**src/rtl/collatz_sweep_ctrl_pkg.sv**
```systemverilog
// Shared types and constants for the Collatz sweep controller.
// Holds the FSM state enum, result flag bit positions and default widths.
package collatz_sweep_ctrl_pkg;

  localparam int unsigned DefBits     = 64;
  localparam int unsigned DefOlenBits = 16;
  localparam int unsigned DefCntBits  = 16;

  localparam int unsigned NumFlags  = 4;
  localparam int unsigned FlagOvf   = 0;
  localparam int unsigned FlagCap   = 1;
  localparam int unsigned FlagZero  = 2;
  localparam int unsigned FlagAbort = 3;

  typedef enum logic [2:0] {
    StIdle,
    StSeed,
    StRun,
    StNext,
    StDone
  } state_e;

endpackage

```
**src/rtl/collatz_sweep_ctrl_if.sv**
```systemverilog
// Command/result bundle between a host front end and the sweep controller.
// The host uses the master modport; the controller uses the slave modport.
interface collatz_sweep_ctrl_if
  import collatz_sweep_ctrl_pkg::*;
#(
  parameter int unsigned BITS      = DefBits,
  parameter int unsigned OLEN_BITS = DefOlenBits,
  parameter int unsigned CNT_BITS  = DefCntBits
);

  logic                 cmd_valid;
  logic                 cmd_ready;
  logic [BITS-1:0]      cmd_start;
  logic [CNT_BITS-1:0]  cmd_count;
  logic                 abort;
  logic                 busy;
  logic                 res_valid;
  logic                 res_ready;
  logic [BITS-1:0]      res_best_seed;
  logic [OLEN_BITS-1:0] res_best_len;
  logic [CNT_BITS-1:0]  res_seeds_done;
  logic [NumFlags-1:0]  res_flags;

  modport master (
    output cmd_valid, cmd_start, cmd_count, abort, res_ready,
    input  cmd_ready, busy, res_valid, res_best_seed, res_best_len, res_seeds_done, res_flags
  );

  modport slave (
    input  cmd_valid, cmd_start, cmd_count, abort, res_ready,
    output cmd_ready, busy, res_valid, res_best_seed, res_best_len, res_seeds_done, res_flags
  );

endinterface

```
**src/rtl/collatz_step.sv**
```systemverilog
// Combinational Collatz step: halve even values, 3x+1 odd values.
// The odd path is evaluated two bits wider so overflow shows up in the top bits.
module collatz_step
  import collatz_sweep_ctrl_pkg::*;
#(
  parameter int unsigned BITS = DefBits
) (
  input  logic [BITS-1:0] iter,
  output logic [BITS-1:0] next,
  output logic            ovf
);

  localparam int unsigned WideBits = BITS + 2;

  logic [WideBits-1:0] wide;

  always_comb begin
    wide = ({2'b00, iter} << 1) + {2'b00, iter} + WideBits'(1);
    next = iter >> 1;
    ovf  = 1'b0;
    if (iter[0]) begin
      next = wide[BITS-1:0];
      ovf  = |wide[WideBits-1:BITS];
    end
  end

endmodule

```
**src/rtl/collatz_sweep_ctrl.sv**
```systemverilog
// Sweeps a range of seeds through the Collatz step unit, one step per clock,
// and reports the seed with the longest orbit to 1 over a valid/ready handshake.
module collatz_sweep_ctrl
  import collatz_sweep_ctrl_pkg::*;
#(
  parameter int unsigned BITS      = DefBits,
  parameter int unsigned OLEN_BITS = DefOlenBits,
  parameter int unsigned CNT_BITS  = DefCntBits
) (
  input logic                 clk,
  input logic                 rst_n,
  collatz_sweep_ctrl_if.slave bus
);

  localparam logic [OLEN_BITS-1:0] LenCap = '1;

  state_e               state_q, state_d;
  logic [BITS-1:0]      seed_q, seed_d;
  logic [BITS-1:0]      iter_q, iter_d;
  logic [BITS-1:0]      best_seed_q, best_seed_d;
  logic [OLEN_BITS-1:0] len_q, len_d;
  logic [OLEN_BITS-1:0] best_len_q, best_len_d;
  logic [CNT_BITS-1:0]  remain_q, remain_d;
  logic [CNT_BITS-1:0]  done_q, done_d;
  logic [NumFlags-1:0]  flags_q, flags_d;
  logic                 excl_q, excl_d;
  logic                 zero_q, zero_d;

  logic [BITS-1:0] step_next;
  logic            step_ovf;

  collatz_step #(
    .BITS(BITS)
  ) u_step (
    .iter(iter_q),
    .next(step_next),
    .ovf (step_ovf)
  );

  always_comb begin
    state_d     = state_q;
    seed_d      = seed_q;
    iter_d      = iter_q;
    best_seed_d = best_seed_q;
    len_d       = len_q;
    best_len_d  = best_len_q;
    remain_d    = remain_q;
    done_d      = done_q;
    flags_d     = flags_q;
    excl_d      = excl_q;
    zero_d      = zero_q;

    unique case (state_q)
      StIdle: begin
        if (bus.cmd_valid) begin
          seed_d      = bus.cmd_start;
          remain_d    = bus.cmd_count;
          best_seed_d = '0;
          best_len_d  = '0;
          done_d      = '0;
          flags_d     = '0;
          state_d     = (bus.cmd_count == '0) ? StDone : StSeed;
        end
      end

      StSeed: begin
        iter_d = seed_q;
        len_d  = '0;
        excl_d = (seed_q == '0);
        zero_d = (seed_q == '0);
        // Abort wins over everything else in the cycle it is sampled.
        if (bus.abort) begin
          flags_d[FlagAbort] = 1'b1;
          state_d            = StDone;
        end else if (seed_q == '0) begin
          flags_d[FlagZero] = 1'b1;
          done_d            = done_q + CNT_BITS'(1);
          state_d           = StNext;
        end else begin
          state_d = StRun;
        end
      end

      StRun: begin
        if (bus.abort) begin
          flags_d[FlagAbort] = 1'b1;
          state_d            = StDone;
        end else if (iter_q == BITS'(1)) begin
          state_d = StNext;
        end else if (len_q == LenCap) begin
          flags_d[FlagCap] = 1'b1;
          excl_d           = 1'b1;
          state_d          = StNext;
        end else if (step_ovf) begin
          flags_d[FlagOvf] = 1'b1;
          excl_d           = 1'b1;
          state_d          = StNext;
        end else begin
          iter_d = step_next;
          len_d  = len_q + OLEN_BITS'(1);
        end
      end

      StNext: begin
        if (bus.abort) begin
          flags_d[FlagAbort] = 1'b1;
          state_d            = StDone;
        end else begin
          // Zero seeds were already counted when they were loaded.
          if (!zero_q) begin
            done_d = done_q + CNT_BITS'(1);
          end
          if (!excl_q && (len_q > best_len_q)) begin
            best_seed_d = seed_q;
            best_len_d  = len_q;
          end
          seed_d   = seed_q + BITS'(1);
          remain_d = remain_q - CNT_BITS'(1);
          state_d  = (remain_q == CNT_BITS'(1)) ? StDone : StSeed;
        end
      end

      StDone: begin
        if (bus.res_ready) begin
          state_d = StIdle;
        end
      end

      default: state_d = StIdle;
    endcase
  end

  always_ff @(posedge clk) begin
    if (!rst_n) begin
      state_q     <= StIdle;
      seed_q      <= '0;
      iter_q      <= '0;
      best_seed_q <= '0;
      len_q       <= '0;
      best_len_q  <= '0;
      remain_q    <= '0;
      done_q      <= '0;
      flags_q     <= '0;
      excl_q      <= 1'b0;
      zero_q      <= 1'b0;
    end else begin
      state_q     <= state_d;
      seed_q      <= seed_d;
      iter_q      <= iter_d;
      best_seed_q <= best_seed_d;
      len_q       <= len_d;
      best_len_q  <= best_len_d;
      remain_q    <= remain_d;
      done_q      <= done_d;
      flags_q     <= flags_d;
      excl_q      <= excl_d;
      zero_q      <= zero_d;
    end
  end

  assign bus.cmd_ready      = (state_q == StIdle);
  assign bus.busy           = (state_q == StSeed) || (state_q == StRun) || (state_q == StNext);
  assign bus.res_valid      = (state_q == StDone);
  assign bus.res_best_seed  = best_seed_q;
  assign bus.res_best_len   = best_len_q;
  assign bus.res_seeds_done = done_q;
  assign bus.res_flags      = flags_q;

endmodule

```
**src/flat_wrapper.sv**
```systemverilog
// flat-port wrapper written by rule: the top's interface ports become plain ports
module collatz_sweep_ctrl_flat import collatz_sweep_ctrl_pkg::*;
#(
  parameter int unsigned BITS      = DefBits,
  parameter int unsigned OLEN_BITS = DefOlenBits,
  parameter int unsigned CNT_BITS  = DefCntBits
)
  (clk, rst_n, bus_cmd_valid, bus_cmd_start, bus_cmd_count, bus_abort, bus_res_ready, bus_cmd_ready, bus_busy, bus_res_valid, bus_res_best_seed, bus_res_best_len, bus_res_seeds_done, bus_res_flags);
  collatz_sweep_ctrl_if #(.BITS(BITS), .OLEN_BITS(OLEN_BITS), .CNT_BITS(CNT_BITS)) bus_i ();
  input logic clk;
  input logic rst_n;
  input wire logic [$bits(bus_i.cmd_valid)-1:0] bus_cmd_valid;
  input wire logic [$bits(bus_i.cmd_start)-1:0] bus_cmd_start;
  input wire logic [$bits(bus_i.cmd_count)-1:0] bus_cmd_count;
  input wire logic [$bits(bus_i.abort)-1:0] bus_abort;
  input wire logic [$bits(bus_i.res_ready)-1:0] bus_res_ready;
  output wire logic [$bits(bus_i.cmd_ready)-1:0] bus_cmd_ready;
  output wire logic [$bits(bus_i.busy)-1:0] bus_busy;
  output wire logic [$bits(bus_i.res_valid)-1:0] bus_res_valid;
  output wire logic [$bits(bus_i.res_best_seed)-1:0] bus_res_best_seed;
  output wire logic [$bits(bus_i.res_best_len)-1:0] bus_res_best_len;
  output wire logic [$bits(bus_i.res_seeds_done)-1:0] bus_res_seeds_done;
  output wire logic [$bits(bus_i.res_flags)-1:0] bus_res_flags;
  assign bus_i.cmd_valid = bus_cmd_valid;
  assign bus_i.cmd_start = bus_cmd_start;
  assign bus_i.cmd_count = bus_cmd_count;
  assign bus_i.abort = bus_abort;
  assign bus_i.res_ready = bus_res_ready;
  assign bus_cmd_ready = bus_i.cmd_ready;
  assign bus_busy = bus_i.busy;
  assign bus_res_valid = bus_i.res_valid;
  assign bus_res_best_seed = bus_i.res_best_seed;
  assign bus_res_best_len = bus_i.res_best_len;
  assign bus_res_seeds_done = bus_i.res_seeds_done;
  assign bus_res_flags = bus_i.res_flags;
  collatz_sweep_ctrl #(.BITS(BITS), .OLEN_BITS(OLEN_BITS), .CNT_BITS(CNT_BITS)) u_core (.clk(clk), .rst_n(rst_n), .bus(bus_i));
endmodule
```
**config.mk**
```make
export PLATFORM = sky130hd
export DESIGN_NAME = collatz_sweep_ctrl_flat
export DESIGN_NICKNAME = d
export VERILOG_FILES = /design/src/rtl/collatz_sweep_ctrl_pkg.sv /design/src/rtl/collatz_sweep_ctrl_if.sv /design/src/rtl/collatz_step.sv /design/src/rtl/collatz_sweep_ctrl.sv /design/src/flat_wrapper.sv
export SDC_FILE = /design/constraint.sdc
export NUM_CORES = 1
export LEC_CHECK = 0
export CORE_UTILIZATION = 39
export DETAILED_ROUTE_END_ITERATION = 16
export PLACE_DENSITY = 0.62
export SETUP_SLACK_MARGIN = 0.4
export SYNTH_ARGS = -nofsm -noshare
export SYNTH_HDL_FRONTEND = slang
export SYNTH_SLANG_ARGS = --single-unit
```
**constraint.sdc**
```tcl
create_clock -name clk -period 5 [get_ports clk]
set_clock_uncertainty 0.1 [all_clocks]
set_input_delay 1 -clock clk [delete_from_list [all_inputs] [get_ports clk]]
set_output_delay 1 -clock clk [all_outputs]
set_load 0.01 [all_outputs]
```
# After elaboration in Yosys (flattened, before gate mapping)
# Index checks and enable logic that the tools add are counted.
[totals] output_inout_bits=103 word_cells=128 inputBits=85 regBits=265
[op_classes] n_addsub=6 n_lt_le_gt_ge=1 reduce_logical=25 mux=59 n_eq_ne=23
[ops] op="two-way mux 64 bit" n=10
[ops] op="one-hot mux 64 bit (2 select lines)" n=3
[ops] op="two-way mux 16 bit" n=13
[ops] op="one-hot mux 16 bit (2 select lines)" n=3
[ops] op="adder 65 x 64 -> 66 bit" n=1
[ops] op="adder 66 x 1 -> 66 bit, second input constant" n=1
[ops] op="adder 64 x 1 -> 64 bit, second input constant" n=1
[ops] op="== test 64 x 1 -> 1 bit, second input constant" n=1
[ops] op="logical NOT 64 bit" n=1
[ops] op="one-hot mux 16 bit (3 select lines)" n=1
[ops] op="adder 16 x 1 -> 16 bit, second input constant" n=2
[ops] op="two-way mux 3 bit" n=10
[ops] op="!= test 2 bit, second input constant" n=9
[ops] op="== test 16 x 1 -> 1 bit, second input constant" n=1
[ops] op="== test 16 bit, second input constant" n=1
[ops] op="greater-than comparator 16 bit" n=1
[ops] op="logical NOT 16 bit" n=1
[ops] op="subtractor 16 x 1 -> 16 bit, second input constant" n=1
[ops] op="one-hot mux 3 bit (5 select lines)" n=1
[ops] op="AND reduction 4 bit" n=3
[ops] op="AND reduction 6 bit" n=2
[ops] op="two-way mux 1 bit" n=11
[ops] op="!= test 2 x 1 -> 1 bit, second input constant" n=5
[ops] op="AND reduction 5 bit" n=2
[ops] op="other kinds (18)" n=29

# Depth between registers and ports, before layout
[depth] word_depth=9 ltp_mapped=16 mapped_depth_nobuf=13

# Modules after synthesis
# From an unflattened synthesis, not the netlist that was laid out.
[hier_totals] cells_unflattened=2584 hier_area_um2=19060.8
[modules_own_cells] module="collatz_sweep_ctrl" area_per_inst_um2=14019.7 cells_per_inst=1859 instances=1 seq_area_each_um2=5305.1
[modules_own_cells] module="collatz_step" area_per_inst_um2=5041.1 cells_per_inst=725 instances=1 seq_area_each_um2=0.0

# Least setup slack after synthesis
# No wires, ideal clock.
[synth_path] path_kind="register to register" start="reg u_core.iter_q[0]" end="reg u_core.iter_q[63]" stages_incl_launch_ff=15 required_ns=4.784 t_arrival_ns=3.225 setup_ns=0.116 path_slack_ns=1.558 path_buffers=1 synth_period_minus_slack_ns=3.442 path_cell_list="dfxtp_1 inv_1 clkbuf_1 fa_1 nor2b_1 o2111ai_1 and4b_1 o21bai_1 o21a_1 nor2_1 o41ai_1 a31o_2 and2_1 a31oi_1 a31o_2"
[synth_via] elab_chain_cells=8 elab_cells_between_ends=14 cone_classes="add/sub (2); eq/ne (3); mux (7); reduce/logical (2)"
[synth_lines] element="start, declared" line="collatz_sweep_ctrl.sv:19" text="logic [BITS-1:0] iter_q, iter_d;"
[synth_lines] element="start signal, assigned" line="collatz_sweep_ctrl.sv:149" text="iter_q <= iter_d;"
[synth_lines] element="adder 65 x 64 -> 66 bit" line="collatz_step.sv:18" text="wide = ({2'b00, iter} << 1) + {2'b00, iter} + WideBits'(1);"
[synth_lines] element="adder 66 x 1 -> 66 bit" line="collatz_step.sv:18"
[synth_lines] element="two-way mux 64 bit" line="collatz_step.sv:21" text="if (iter[0]) begin"
[synth_lines] element="two-way mux 64 bit" line="collatz_sweep_ctrl.sv:94" text="end else if (step_ovf) begin"
[synth_lines] element="two-way mux 64 bit" line="collatz_sweep_ctrl.sv:90" text="end else if (len_q == LenCap) begin"
[synth_lines] element="two-way mux 64 bit" line="collatz_sweep_ctrl.sv:88" text="end else if (iter_q == BITS'(1)) begin"
[synth_lines] element="two-way mux 64 bit" line="collatz_sweep_ctrl.sv:85" text="if (bus.abort) begin"
[synth_lines] element="one-hot mux 64 bit (2 select lines)" line="collatz_sweep_ctrl.sv:53" text="unique case (state_q)"
# Several ways; a longest one is shown, not always the timed one. The select of a mux whose other input is x is not followed.
# A chain may end at the register's enable or synchronous reset.

# Worst setup path in the final report
[layout_path] start="reg u_core.iter_q[0]" end="reg u_core.iter_q[45]"
# Same word-level chain as after synthesis.

==> reports/metrics.csv <==
metric,value,unit
Crit-path slowest cell,and4_4,
DRT iter0 DRCs,1775,
CTS sink cnt,265,
CP dominant cell by count,buf_4,
"Async S/R FF share, synth",0,
vias in the first global route,17677,
DR vias,19048,
"commonest non-fill, non-tap cell in the layout",nor2_1,
NumNets Final,2745,
GR Layer Usage met2,0.427,
Residual DRC,0,
initial antenna violation count,2,
"Primary FF master, synth",dfxtp_1,
synth-to-layout area growth,18.6,%
Syn. warnings,0,
# setup viols final,0,
Worst setup SP type,flip-flop,
sequential share of the synthesized area,0.289,
Worst Hold Class,flip-flop to flip-flop,
Num CTS Buffers,35,
Final Instance Area,21700,µm²
Setup TNS,0,ns
hold_ws,0.352,ns
Max stage delay on crit path,0.51,ns
peak supply drop,281,µV
Die Footprint,47900,µm²
fin crit share,0.838,
num ports,188,
Detail Placement HPWL,48.0,mm
"Slew Viols, Final",0,
cell family contributing the most delay on the critical path,compound AO/OA/AOI/OAI gates,
core box area,46500,µm²
Fmax achieved,0.239,GHz
mapped cell area,18300,µm²
Clock Tree Buf Depth,3,
largest fanout on the critical path,32,
most frequent cells in the layout,"324 x nor2_1, 275 x a21oi_1, 264 x dfxtp_1",
Clock Latency Late Sink,0.56,ns
input/output buffers,187,
gr busiest metal,met2,
GP Congestion,0.981,
layout cells sized above 1,0.0554,
pwr/cell area,304,nW/µm²
Post-Place Cell Area,20500,µm²
global-route wire length before repair,101,mm
met3 GRT Util,0.0352,
Final Hold Fails,0,
Required @ worst endpoint,5.38,ns
clock slew at reported path FFs,0.06,ns
shortest period the worst path allows,4.19,ns
WL/cell,20.8,µm
crit-path cells,buf_4 > ha_1 > o211ai_1 > a211oi_1 > o211ai_2 > a311oi_2 > nor3_2 > o21ai_2 > mux2i_4 > and4_4 > nand3_2 > buf_4 > o21ai_0,
1st-pass router iterations,6,
"FF+latch count, synth",265,
status,"complete, no violations",
Worst EP arrival,4.56,ns
worst path bufs/invs,2,
Max-slew headroom,0.331,
Max-Cap Viols,0,
Syn Nets,2676,
row count,79,
met1 Use GR,0.362,
CTS HTree Levels,2,
Pleak,8.32,nW
Vias/cell,6.01,
antenna cells,0,
Post-Route WL,66.0,mm
number of synthesized flops with an enable pin,0,
All-Layer GR Usage,0.268,
Worst-Margin Slew,1.00,ns
Die W,219,µm
synthesized instance count,2469,
Chip Height,219,µm
Clk Tree Root Cell,clkbuf_16,
largest net degree at the start of global routing,181,
post-cts gate resize count,0,
Initial Util,0.395,
CTS tree,built,
"Distinct cells, synth",92,
Final ANT Viol Nets,0,
Post-CTS Setup Bufs,0,
syn avg cell area,7.42,µm²
crit end category,flip-flop,
GR Overflow Total,0,
Final Power,0.00661,W
critical path type,flip-flop to flip-flop,
CTS Hold Bufs,0,
RSZ-0062 raised after global routing,false,
[power by group]
group	total, W	leakage (nW)	switching [W]	internal (W)
logic	0.00138	5.55	0.000876	0.000504
registers	0.00249	2.16	0.000250	0.00224
clock network	0.00274	0.614	0.00106	0.00168
[logic make-up (layout without fill, tap and decap cells)]
| group | after synthesis | after routing | share of synthesized area |
|---|---|---|---|
| XOR/XNOR | 77 | 77 | 0.0368 |
| adder cells (fa/ha/maj) | 122 | 122 | 0.0837 |
| flip-flops | 265 | 265 | 0.289 |
| AO/OA/AOI/OAI | 767 | 767 | 0.263 |
| multiplexers | 35 | 35 | 0.0200 |
| AND/OR/NAND/NOR | 904 | 904 | 0.241 |
| buffers and inverters | 299 | 392 | 0.0665 |
[routing by layer]
| metal | part of all wire | vias to the layer above | routed length, µm |
|---|---|---|---|
| met3 | 0.063 | 126 | 4170 |
| met5 | 0 | - | 0 |
| met2 | 0.45 | 708 | 29800 |
| met1 | 0.45 | 9107 | 29500 |
| met4 | 0.038 | 0 | 2490 |
| li1 | - | 9107 | - |
[synth_stat cells, types with 8 or more instances]
master,instances,area share
mux2i_1,31,0.017
nand2_1,180,0.037
and2_1,17,0.0058
buf_2,32,0.0087
a221oi_1,36,0.017
or3_1,13,0.0044
o221a_2,8,0.0049
nand4_1,69,0.024
ha_1,121,0.083
nor4_1,36,0.012
a31oi_1,36,0.012
a211oi_1,53,0.022
dfxtp_1,265,0.29
nand2b_1,9,0.0031
o31ai_1,10,0.0041
o21ai_1,9,0.0025
o22ai_1,13,0.0044
o21a_1,12,0.0049
buf_1,9,0.0018
nor3_1,45,0.012
a21oi_1,275,0.075
inv_1,117,0.024
and4_1,9,0.0043
a22oi_1,32,0.013
xor2_1,35,0.017
a21o_1,36,0.015
nand3_1,69,0.019
xnor2_1,42,0.020
clkbuf_1,130,0.027
o21ai_0,158,0.043
nor2_1,325,0.067
o21bai_1,18,0.0074
and3_1,82,0.028
[worst paths after layout]
path | endpoint | slack, ns | depth (start not counted) | startpoint
worst max-delay path | u_core.iter_q[45] | 0.81 | 13 | u_core.iter_q[0]
worst min-delay path | u_core.zero_q | 0.35 | 2 | u_core.zero_q
worst max register to register | u_core.iter_q[45] | 0.81 | 13 | u_core.iter_q[0]
worst min register to register | u_core.zero_q | 0.35 | 2 | u_core.zero_q
[sequential cells by signal, summed over array words and instances (netlist names), named ones only]
register                   flops
u_core.zero_q                  1
u_core.seed_q                 64
u_core.remain_q               16
u_core.state_q                 3
u_core.bus.res_seeds_done     16
u_core.bus.res_best_seed      64
u_core.len_q                  16
u_core.bus.res_flags           4
u_core.bus.res_best_len       16
u_core.excl_q                  1
u_core.iter_q                 63
[worst reg2reg max path, stage by stage (launching register included)]
cell      delay, ns
dfxtp_4        0.37
buf_4          0.38
ha_1           0.23
o211ai_1       0.14
a211oi_1       0.35
o211ai_2       0.18
a311oi_2       0.34
nor3_2         0.14
o21ai_2        0.29
mux2i_4        0.33
and4_4         0.52
nand3_2        0.31
buf_4          0.28
o21ai_0        0.16
[area by class of cell]
class / instances / area [µm²]
tap: 607 / 759
sequential: 265 / 5310
multi-input combinational: 1905 / 11900
fill: 4629 / 24700
inverter: 117 / 444
clock buffer: 45 / 993
timing repair buffer: 214 / 2140
clock inverter: 16 / 246
[through the flow]
stage / cells / util / setup slack [ns]
after floorplan: 2469 / - / 1.56
after detailed placement: 3108 / 0.441 / 0.682
after CTS: 3169 / 0.468 / 0.658
final: 3169 / 0.468 / 0.811
after global routing: 3169 / 0.468 / 0.588
after global placement: 3108 / 0.441 / 0.808
Note: power is estimated with default switching activity, not from simulation.
